[src/rtl/freq_pkg.sv]
// ----------------------------------------------------------------------------
// freq_pkg
// Shared definitions for the run-length bit-stream link (transmitter and
// run detector). A data bit is a run of ones closed by a single zero; the
// run length encodes the bit value.
//   freq_tx_state_t : transmitter FSM states
//   RUN_SHORT       : run length carrying a 0 bit
//   RUN_LONG        : run length carrying a 1 bit
//   run_len()       : bit value -> run length
// ----------------------------------------------------------------------------
package freq_pkg;

    typedef enum logic [1:0] {
        IDLE = 2'd0,
        ONES = 2'd1,
        TERM = 2'd2,
        GAP  = 2'd3
    } freq_tx_state_t;

    localparam logic [2:0] RUN_SHORT = 3'd2;
    localparam logic [2:0] RUN_LONG  = 3'd4;

    function automatic logic [2:0] run_len(input logic b);
        return b ? RUN_LONG : RUN_SHORT;
    endfunction

endpackage

[src/rtl/freq_tx.sv]
// ----------------------------------------------------------------------------
// freq_tx
// Run-length symbol transmitter. Accepts a WIDTH-bit word over valid/ready
// and sends it MSB first: each bit is a run of ones (2 for a 0, 4 for a 1)
// followed by one zero, then IDLE_ZEROS padding zeros after the word.
//   clock      : rising-edge clock
//   reset      : asynchronous, active-low
//   sym_valid  : word offered on sym_data
//   sym_data   : word to transmit (WIDTH bits)
//   sym_ready  : high only while idle, word accepted on valid && ready
//   output_bit : registered serial stream, idles at 0
//   busy       : high whenever a word is in flight (not idle)
//   done       : high in the cycle the last terminating zero is driven
// ----------------------------------------------------------------------------
module freq_tx
    import freq_pkg::*;
#(
    parameter int WIDTH      = 8,
    parameter int IDLE_ZEROS = 2
) (
    input  logic             clock,
    input  logic             reset,
    input  logic             sym_valid,
    input  logic [WIDTH-1:0] sym_data,
    output logic             sym_ready,
    output logic             output_bit,
    output logic             busy,
    output logic             done
);

    localparam int               IDX_W    = $clog2(WIDTH + 1);
    localparam logic [IDX_W-1:0] IDX_LAST = IDX_W'(WIDTH - 1);
    localparam logic [3:0]       GAP_LEN  = 4'(IDLE_ZEROS);

    freq_tx_state_t   state;
    logic [2:0]       run_cnt;
    logic [IDX_W-1:0] bit_idx;
    logic [3:0]       gap_cnt;
    logic [WIDTH-1:0] shift_reg;
    logic             accept;

    assign sym_ready = (state == IDLE);
    assign busy      = (state != IDLE);
    assign accept    = sym_valid && sym_ready;

    // Control path: FSM, counters and the registered serial output.
    // run_cnt counts ones already driven, so it is loaded with 1 on the
    // edge that starts a run and compared against the target before
    // incrementing; it therefore tops out at RUN_LONG.
    always_ff @(posedge clock or negedge reset) begin
        if (!reset) begin
            state      <= IDLE;
            run_cnt    <= '0;
            bit_idx    <= '0;
            gap_cnt    <= '0;
            output_bit <= 1'b0;
            done       <= 1'b0;
        end else begin
            case (state)
                IDLE: begin
                    output_bit <= 1'b0;
                    done       <= 1'b0;
                    if (accept) begin
                        state      <= ONES;
                        run_cnt    <= 3'd1;
                        bit_idx    <= IDX_LAST;
                        output_bit <= 1'b1;
                    end
                end
                ONES: begin
                    if (run_cnt == run_len(shift_reg[WIDTH-1])) begin
                        state      <= TERM;
                        output_bit <= 1'b0;
                        done       <= (bit_idx == '0);
                    end else begin
                        run_cnt    <= run_cnt + 3'd1;
                        output_bit <= 1'b1;
                    end
                end
                TERM: begin
                    done    <= 1'b0;
                    run_cnt <= '0;
                    if (bit_idx != '0) begin
                        bit_idx    <= bit_idx - IDX_W'(1);
                        run_cnt    <= 3'd1;
                        output_bit <= 1'b1;
                        state      <= ONES;
                    end else if (GAP_LEN == 4'd0) begin
                        state <= IDLE;
                    end else begin
                        state   <= GAP;
                        gap_cnt <= 4'd1;
                    end
                end
                GAP: begin
                    if (gap_cnt == GAP_LEN) begin
                        state   <= IDLE;
                        gap_cnt <= '0;
                    end else begin
                        gap_cnt <= gap_cnt + 4'd1;
                    end
                end
                default: begin
                    state      <= IDLE;
                    output_bit <= 1'b0;
                    done       <= 1'b0;
                end
            endcase
        end
    end

    // Data path: captured word, shifted left as each terminator is sent so
    // the bit being encoded is always the MSB. Only loaded on a handshake,
    // so later changes on sym_data cannot disturb a word in flight.
    always_ff @(posedge clock) begin
        if (accept) begin
            shift_reg <= sym_data;
        end else if (state == TERM) begin
            shift_reg <= shift_reg << 1;
        end
    end

endmodule
[config.mk]
export PLATFORM = sky130hd
export DESIGN_NAME = freq_tx
export DESIGN_NICKNAME = d
export VERILOG_FILES = /design/src/rtl/freq_pkg.sv /design/src/rtl/freq_tx.sv
export SDC_FILE = /design/constraint.sdc
export NUM_CORES = 1
export LEC_CHECK = 0
export CAP_MARGIN = 10
export CORE_MARGIN = 4
export CORE_UTILIZATION = 24
export CTS_BUF_LIST = sky130_fd_sc_hd__clkbuf_4 sky130_fd_sc_hd__clkbuf_8 sky130_fd_sc_hd__clkbuf_16
export DETAILED_ROUTE_END_ITERATION = 10
export PLACE_DENSITY_LB_ADDON = 0.1
export SETUP_SLACK_MARGIN = 0.1
export SYNTH_ARGS = -nofsm -noshare
export SYNTH_HDL_FRONTEND = slang
export SYNTH_SLANG_ARGS = --single-unit
[constraint.sdc]
create_clock -name clock -period 3.6 [get_ports clock]
set_clock_uncertainty 0.1 [all_clocks]
set_input_delay 0.54 -clock clock [delete_from_list [all_inputs] [get_ports clock]]
set_output_delay 0.54 -clock clock [all_outputs]
set_load 0.02 [all_outputs]
==> flow_summary.yaml, run 1 <==
cts:
  clock_path_buffers: 2
  clk_latency_ns: 0.26
  cts_hold_buf: 0
  h-tree-depth: 1
  path_clk_slew_ns: 0.09
  cts_buffers: 3
  cts-root-buf: "clkbuf_8"
  ctsResizeCount: 0
  cts_tree: "yes"
  cts.repair_timing.setup_buffer_count: 0
  clkSinkCount: 23
synthesis:
  avgSynthCellArea_um2: 10.6
  synth-seq-cells: 23
  async_flop_share_pct: 65.2
  synth_area_um2: 1380
  synth_edf_count: 8
  synth_flop_cell: "dfrtp_1"
  syn_nets: 150
  synth-seq-area-share_pct: 44.6
  syn_inst: 130
  yosysWarningCount: 0
  synth.distinct_cells: 44
timing:
  maxSlewViolCount: 0
  max_freq_ghz: 0.387
  finalSetupViolCount: 0
  finalCritPeriodShare_pct: 71.8
  setup-tns-final_ns: 0
  worstMarginPinSlew_ns: 0.817
  max_slew_margin_pct: 45.0
  fin_crit_ns: 2.58
  rsz0062_at_grt: "false"
  finalHoldViolCount: 0
  timing.final.ws_setup_ns: 1.02
final_layout:
  multi_input_area_um2: 697
  regArea_um2: 616
  layout_common_cells: "dfrtp_1, clkdlybuf4s50_1, mux2_2"
  antenna_cells: 0
  final_area_um2: 1630
  largest_reg_flops: 8
  fillCellCount: 580
  synthToLayoutAreaGrowth_pct: 17.9
  final_common_cell: "dfrtp_1"
  layout-drive-gt1-share_pct: 12.5
  final_nets: 165
  fin_cells: 216
critical_path:
  cp.arrival_ns: 1.94
  crit_type: "reg2out"
  r2r_slack_ns: 1.38
  rr_worst_depth: 5
  cp.required_ns: 2.96
  end_kind: "primary output"
  cp-start-kind: "flip-flop"
  critPathMaxFanout: 8
place:
  numPortBuffers: 14
  place_area_um2: 1580
  dp_cells: 212
  dp_slack_ns: 1.28
  dp_hpwl_um: 2250
  gp_congestion: 0.762
floorplanning:
  initial_utilization_pct: 24.9
  core-area_um2: 5540
  die_h_um: 83.9
  die_x_um: 83.9
  rows: 27
  ios: 15
  die_area_um2: 7030
global_routing:
  grt_max_degree: 16
  antenna_found_initial: 0
  grt_pass1_wl_um: 5220
  grt_usage_pct: 9.09
  grt_pass1_vias: 1078
  overflow: 0
drt:
  first_iter_violations: 43
  firstDrtPassIters: 4
  drc_errors: 0
  wl_met3_um: 87
  wl_um: 3060
  ant_nets: 0
  route.met2.wl_um: 1510
  viasPerCell: 4.84
  detail_route.wl_per_cell_um: 14.2
  num_vias: 1046
  highest-signal-layer: "met4"
  met1Wirelength_um: 1440
pwr:
  ir_drop_uv: 122
  pwr_density_cell_nw_per_um2: 282
  p_leak_nw: 0.677
min_path:
  min-delay-path-class: "reg2reg"
  min_path_cells: 1
run_status:
  status: "completed"
flow_run:
  maxCapViolCount: 0
-- path summary, 6_finish.rpt --
path	end	from
min in group asynchronous	bit_idx[1]$_DFFE_PN0P_	reset
setup reg to reg	gap_cnt[1]$_DFFE_PN0P_	bit_idx[0]$_DFFE_PN0P_
hold reg to reg	output_bit$_DFFE_PN0P_	output_bit$_DFFE_PN0P_
setup / recovery	busy	state[0]$_DFFE_PN0P_
hold / removal	output_bit$_DFFE_PN0P_	output_bit$_DFFE_PN0P_
max in group asynchronous	bit_idx[0]$_DFFE_PN0P_	reset
-- Yosys cell counts (2+ instances only) --
cell type | instances | area (um2)
a21oi_1 | 7 | 35.0
a22o_1 | 2 | 17.5
a31oi_1 | 3 | 18.8
and3_1 | 4 | 25.0
buf_6 | 2 | 22.5
dfrtp_1 | 15 | 375
edfxtp_1 | 8 | 240
ha_1 | 9 | 113
inv_1 | 10 | 37.5
mux2_2 | 11 | 124
nand2_1 | 5 | 18.8
nand2b_1 | 3 | 18.8
nand3_1 | 8 | 40.0
nor2_1 | 7 | 26.3
o21ai_0 | 3 | 15.0
o21ai_1 | 3 | 15.0
o22ai_1 | 2 | 12.5
or3b_1 | 2 | 17.5
-- where the power goes --
| group | internal, mW | switching (mW) |
|---|---|---|
| Clock | 0.0866 | 0.0880 |
| Combinational | 0.00992 | 0.00634 |
| Sequential | 0.269 | 0 |
-- stage by stage --
step	util, %	power, mW	hold slack [ns]
after floorplan	-	0.276	0.144
after global placement	28.5	0.292	0.397
after detailed placement	28.5	0.291	0.408
after CTS	29.4	0.467	0.432
after global routing	29.4	0.483	0.466
final	29.4	0.460	0.424
-- area by class of cell --
cell class                 instances  area share (%)
multi-input combinational         93            42.8
sequential                        23            37.8
timing repair buffer              14            8.60
tap                               72            5.53
clock buffer                       4            3.00
inverter                          10            2.30
-- kinds of logic after synthesis --
family                   share of synthesized area [%]
AO/OA/AOI/OAI                                     17.3
buffers and inverters                             4.98
adder cells (fa/ha/maj)                           8.15
AND/OR/NAND/NOR                                   15.3
multiplexers                                      9.69
flip-flops                                        44.6
-- critical path, cell delays in order, from the launching register on --
cell	delay, ns
dfrtp_1	0.42
inv_1	0.15
ha_1	0.36
inv_1	0.18
clkdlybuf4s50_1	0.57
-- routing by layer --
layer	vias to the layer above	track usage, %
met5	-	0
met3	2	1.58
li1	512	-
met1	521	11.8
met4	0	2.63
met2	11	15.3
Note: power is estimated with default switching activity, not from simulation.
==> run 2: changes to the inputs <==
==> constraint.sdc (replaced) <==
create_clock -name clock -period 2.6 [get_ports clock]
set_clock_uncertainty 0.1 [all_clocks]
set_input_delay 0.39 -clock clock [delete_from_list [all_inputs] [get_ports clock]]
set_output_delay 0.39 -clock clock [all_outputs]
set_load 0.02 [all_outputs]
==> run 2 against run 1 <==
Effect of this change: critical endpoint unchanged; non-clock buffer count up 2; clock power up 30%; core utilization up 0.27 points.
==> flow_summary.yaml, run 2 (synthesis results as in run 1) <==
timing:
  fin_hold_ws_ns: 0.427
  setup-tns-final_ns: 0
  maxSlewViolCount: 0
  timing.final.ws_setup_ns: 0.286
  rsz0062_at_grt: "false"
  finalSetupViolCount: 0
  finalHoldViolCount: 0
  max_slew_margin_pct: 50.4
  finalCritPeriodShare_pct: 89.0
  max_freq_ghz: 0.432
  worstMarginPinSlew_ns: 0.741
  fin_crit_ns: 2.31
floorplanning:
  die_area_um2: 7030
  die_x_um: 83.9
  ios: 15
  die_h_um: 83.9
  rows: 27
  initial_utilization_pct: 24.9
  core-area_um2: 5540
place:
  dp_hpwl_um: 2270
  gp_congestion: 0.845
  dp_slack_ns: 0.452
  numPortBuffers: 14
  place_area_um2: 1600
final_layout:
  final_area_um2: 1640
  antenna_cells: 0
  fillCellCount: 588
  synthToLayoutAreaGrowth_pct: 19.0
  final_common_cell: "dfrtp_1"
  final_nets: 167
  layout_common_cells: "dfrtp_1, clkdlybuf4s50_1, mux2_2"
  layout-drive-gt1-share_pct: 14.4
  largest_reg_flops: 8
  final_util_pct: 29.7
global_routing:
  grt_pass1_vias: 1081
  overflow: 0
  grt_usage_pct: 9.39
  grt_pass1_wl_um: 5380
  grt_max_degree: 16
  antenna_found_initial: 0
critical_path:
  cp.arrival_ns: 1.82
  cp.required_ns: 2.11
  cp-start-kind: "flip-flop"
  critPathMaxFanout: 8
  end_kind: "primary output"
  crit_type: "reg2out"
drt:
  ant_nets: 0
  viasPerCell: 4.80
  first_iter_violations: 52
  wl_um: 3010
  detail_route.wl_per_cell_um: 13.8
  drc_errors: 0
  firstDrtPassIters: 4
  num_vias: 1047
cts:
  clk_latency_ns: 0.27
  cts_buffers: 3
  path_clk_slew_ns: 0.08
  cts.repair_timing.setup_buffer_count: 0
  h-tree-depth: 1
  clkSinkCount: 23
  clock_path_buffers: 2
  cts_tree: "yes"
  cts-root-buf: "clkbuf_8"
pwr:
  p_sw_share_pct: 20.7
  power.internal_uw: 493
  combinationalPowerShare_pct: 3.6
  netSwitchingPower_uw: 129
  clkPwrFrac_pct: 36.5
  p_seq_share_pct: 59.9
  pwr_density_cell_nw_per_um2: 378
  p_leak_nw: 0.684
  ir_drop_uv: 177
run_status:
  status: "completed"
min_path:
  min-delay-path-class: "reg2reg"
flow_run:
  maxCapViolCount: 0
-- run 2: area by class of cell --
type	count	area [um2]	area share, %
clock buffers	3	41.3	2.51
clock inverters	1	5.00	0.304
inverters	10	37.5	2.28
multi-input cells	93	699	42.5
flip-flops and latches	23	616	37.4
well taps	72	90.1	5.48
repair buffers	16	155	9.44
-- run 2: what timing repair did --
action | 4_1_cts | 5_1_grt
hold buffers | 0 | 0
endpoints found under the setup margin | 0 | 1
gates resized for setup | 0 | 1
hold endpoints to repair | 0 | 0
-- run 2: path summary, 6_finish.rpt --
| kind | start | to | slack (ns) | depth (start not counted) |
|---|---|---|---|---|
| max reg2reg | bit_idx[0]$_DFFE_PN0P_ | gap_cnt[1]$_DFFE_PN0P_ | 0.44 | 5 |
| min | output_bit$_DFFE_PN0P_ | output_bit$_DFFE_PN0P_ | 0.43 | 1 |
| min in group asynchronous | reset | run_cnt[1]$_DFFE_PN0P_ | 0.45 | 1 |
| max | state[0]$_DFFE_PN0P_ | busy | 0.29 | 4 |
| max in group asynchronous | reset | gap_cnt[0]$_DFFE_PN0P_ | 1.47 | 1 |
| min reg2reg | output_bit$_DFFE_PN0P_ | output_bit$_DFFE_PN0P_ | 0.43 | 1 |
-- run 2: worst max-delay path, stage by stage, from the launching register on --
cell and delay (ns):
dfrtp_1 0.40, inv_1 0.11, ha_2 0.26, inv_1 0.17, clkdlybuf4s50_1 0.63
-- run 2: metrics by stage --
step	power, mW	std cells
global route	0.658	218
floorplan	0.383	130
global placement	0.404	214
finish	0.622	218
CTS	0.634	218
detailed placement	0.404	214
-- run 2: power groups by stage --
stage	clock, mW	combinational (mW)	sequential (mW)
after floorplan	0	0.00260	0.380
after global placement	0	0.0234	0.380
after detailed placement	0	0.0234	0.380
after CTS	0.238	0.0235	0.373
after global routing	0.261	0.0252	0.373
final	0.227	0.0224	0.372
-- run 2: per-layer routing --
metal  up-vias  GRT usage (%)  part of all wire [%]
li1        517              -                     -
met1       507           13.8                    51
met3         4           1.97                   3.5
met4         0           2.63                   1.0
met5         -              0                     0
met2        19           13.8                    45
==> run 3: changes to the inputs <==
--- a/config.mk
+++ b/config.mk
@@ -10,7 +10,7 @@
 export CORE_UTILIZATION = 24
 export CTS_BUF_LIST = sky130_fd_sc_hd__clkbuf_4 sky130_fd_sc_hd__clkbuf_8 sky130_fd_sc_hd__clkbuf_16
 export DETAILED_ROUTE_END_ITERATION = 10
-export PLACE_DENSITY_LB_ADDON = 0.1
+export PLACE_DENSITY = 0.39
 export SETUP_SLACK_MARGIN = 0.1
 export SYNTH_ARGS = -nofsm -noshare
 export SYNTH_HDL_FRONTEND = slang
==> run 3 against run 2 <==
Effect of this change: register-to-register slack lost 0.02 ns; critical path depth is the same; worst setup slack lost 0.037 ns; routed wire length grew 4.8%; critical path type unchanged; maximum frequency shrank 1.6%; cell area is the same; critical endpoint unchanged; clock power is essentially flat; largest power group unchanged.
==> flow_summary.yaml, run 3 (synthesis results as in run 1) <==
run_status:
  status: "completed"
cts:
  cts-root-buf: "clkbuf_8"
  clkSinkCount: 23
  clock_path_buffers: 2
  cts_buffers: 3
  clk_latency_ns: 0.26
  cts_tree: "yes"
  h-tree-depth: 1
  path_clk_slew_ns: 0.08
  cts.repair_timing.setup_buffer_count: 0
final_layout:
  layout-drive-gt1-share_pct: 14.4
  final_nets: 167
  synthToLayoutAreaGrowth_pct: 19.0
  regArea_um2: 616
  final_area_um2: 1640
  multi_input_area_um2: 699
  largest_reg_flops: 8
  final_common_cell: "dfrtp_1"
  fillCellCount: 593
  antenna_cells: 0
  layout_common_cells: "dfrtp_1, clkdlybuf4s50_1, mux2_2"
critical_path:
  crit_type: "reg2out"
  end_kind: "primary output"
  cp-start-kind: "flip-flop"
  cpMostUsedCell: "inv_1"
  crit_chain: "inv_1 -> ha_2 -> inv_1 -> clkdlybuf4s50_1"
  critPathMaxFanout: 8
  cp.arrival_ns: 1.86
  cp_slowest_stage_delay_ns: 0.64
  cp.required_ns: 2.11
  critPathSlowestCell: "clkdlybuf4s50_1"
place:
  gp_congestion: 0.823
  numPortBuffers: 14
  dp_hpwl_um: 2380
  place_area_um2: 1600
pwr:
  fin_total_pwr_uw: 621
  combinationalPowerShare_pct: 3.7
  power.internal_uw: 493
  p_seq_share_pct: 60.0
  pwr_density_cell_nw_per_um2: 378
  clkPwrFrac_pct: 36.3
  netSwitchingPower_uw: 128
  p_sw_share_pct: 20.6
  p_leak_nw: 0.684
  ir_drop_uv: 183
floorplanning:
  die_area_um2: 7030
  die_x_um: 83.9
  die_h_um: 83.9
  core-area_um2: 5540
  ios: 15
  rows: 27
  initial_utilization_pct: 24.9
drt:
  wl_um: 3160
  ant_nets: 0
  drc_errors: 0
  detail_route.wl_per_cell_um: 14.5
  firstDrtPassIters: 4
  first_iter_violations: 61
  viasPerCell: 4.83
  num_vias: 1053
global_routing:
  grt_pass1_wl_um: 5310
  grt_pass1_vias: 1100
  grt_usage_pct: 9.43
  grt_max_degree: 16
  overflow: 0
  antenna_found_initial: 0
timing:
  finalCritPeriodShare_pct: 90.4
  worstMarginPinSlew_ns: 0.809
  fin_crit_ns: 2.35
  finalSetupViolCount: 0
  maxSlewViolCount: 0
  max_slew_margin_pct: 45.9
  max_freq_ghz: 0.425
  finalHoldViolCount: 0
  setup-tns-final_ns: 0
  rsz0062_at_grt: "false"
  fin_hold_ws_ns: 0.439
min_path:
  min-delay-path-class: "reg2reg"
flow_run:
  maxCapViolCount: 0
run 3: cell counts in the layout (fill, tap and decap cells not counted):
No cell type changed its count.
run 3: worst max-delay path: cells and delay by family (launching register included):
family / cells / cell delay [ns]
buffers and inverters: 3 / 0.92
adder cells (fa/ha/maj): 1 / 0.27
flip-flops: 1 / 0.41
run 3: path summary, 6_finish.rpt:
kind                       cells past startpoint  slack [ns]                   start                     end
min in group asynchronous                      1        0.49                   reset  gap_cnt[0]$_DFFE_PN0P_
min                                            1        0.44  output_bit$_DFFE_PN0P_  output_bit$_DFFE_PN0P_
max reg2reg                                    5        0.42  bit_idx[0]$_DFFE_PN0P_  gap_cnt[1]$_DFFE_PN0P_
min reg2reg                                    1        0.44  output_bit$_DFFE_PN0P_  output_bit$_DFFE_PN0P_
max                                            4        0.25    state[0]$_DFFE_PN0P_                    busy
max in group asynchronous                      1        1.41                   reset  bit_idx[0]$_DFFE_PN0P_
run 3: metrics by stage:
stage / util [%] / setup WS [ns] / cells
after floorplan: - / 0.574 / 130
after global placement: 28.8 / 0.445 / 214
after detailed placement: 28.8 / 0.451 / 214
after CTS: 29.6 / 0.140 / 218
after global routing: 29.7 / 0.163 / 218
final: 29.7 / 0.249 / 218
run 3: per-layer routing:
metal  global-route usage [%]  part of all wire, %
met2                     15.8                   49
met1                     12.0                   47
met5                        0                    0
met3                     2.37                  2.6
met4                     2.63                 0.98
run 3: what timing repair did:
action / CTS / global route
hold buffers: 0 / 0
gates resized for setup: 0 / 1
endpoints found under the setup margin: 0 / 1
run 3: cell type report:
cell class / instances / area share, %
multi-input combinational: 93 / 42.5
sequential: 23 / 37.4
timing repair buffer: 16 / 9.44
tap: 72 / 5.48
clock buffer: 3 / 2.51
inverter: 10 / 2.28
clock inverter: 1 / 0.304
run 3: power by group through the flow:
stage / clock (mW) / sequential [mW] / combinational [mW]
floorplan: 0 / 0.380 / 0.00260
global placement: 0 / 0.380 / 0.0233
detailed placement: 0 / 0.380 / 0.0237
CTS: 0.234 / 0.373 / 0.0237
global route: 0.252 / 0.373 / 0.0252
finish: 0.226 / 0.372 / 0.0230
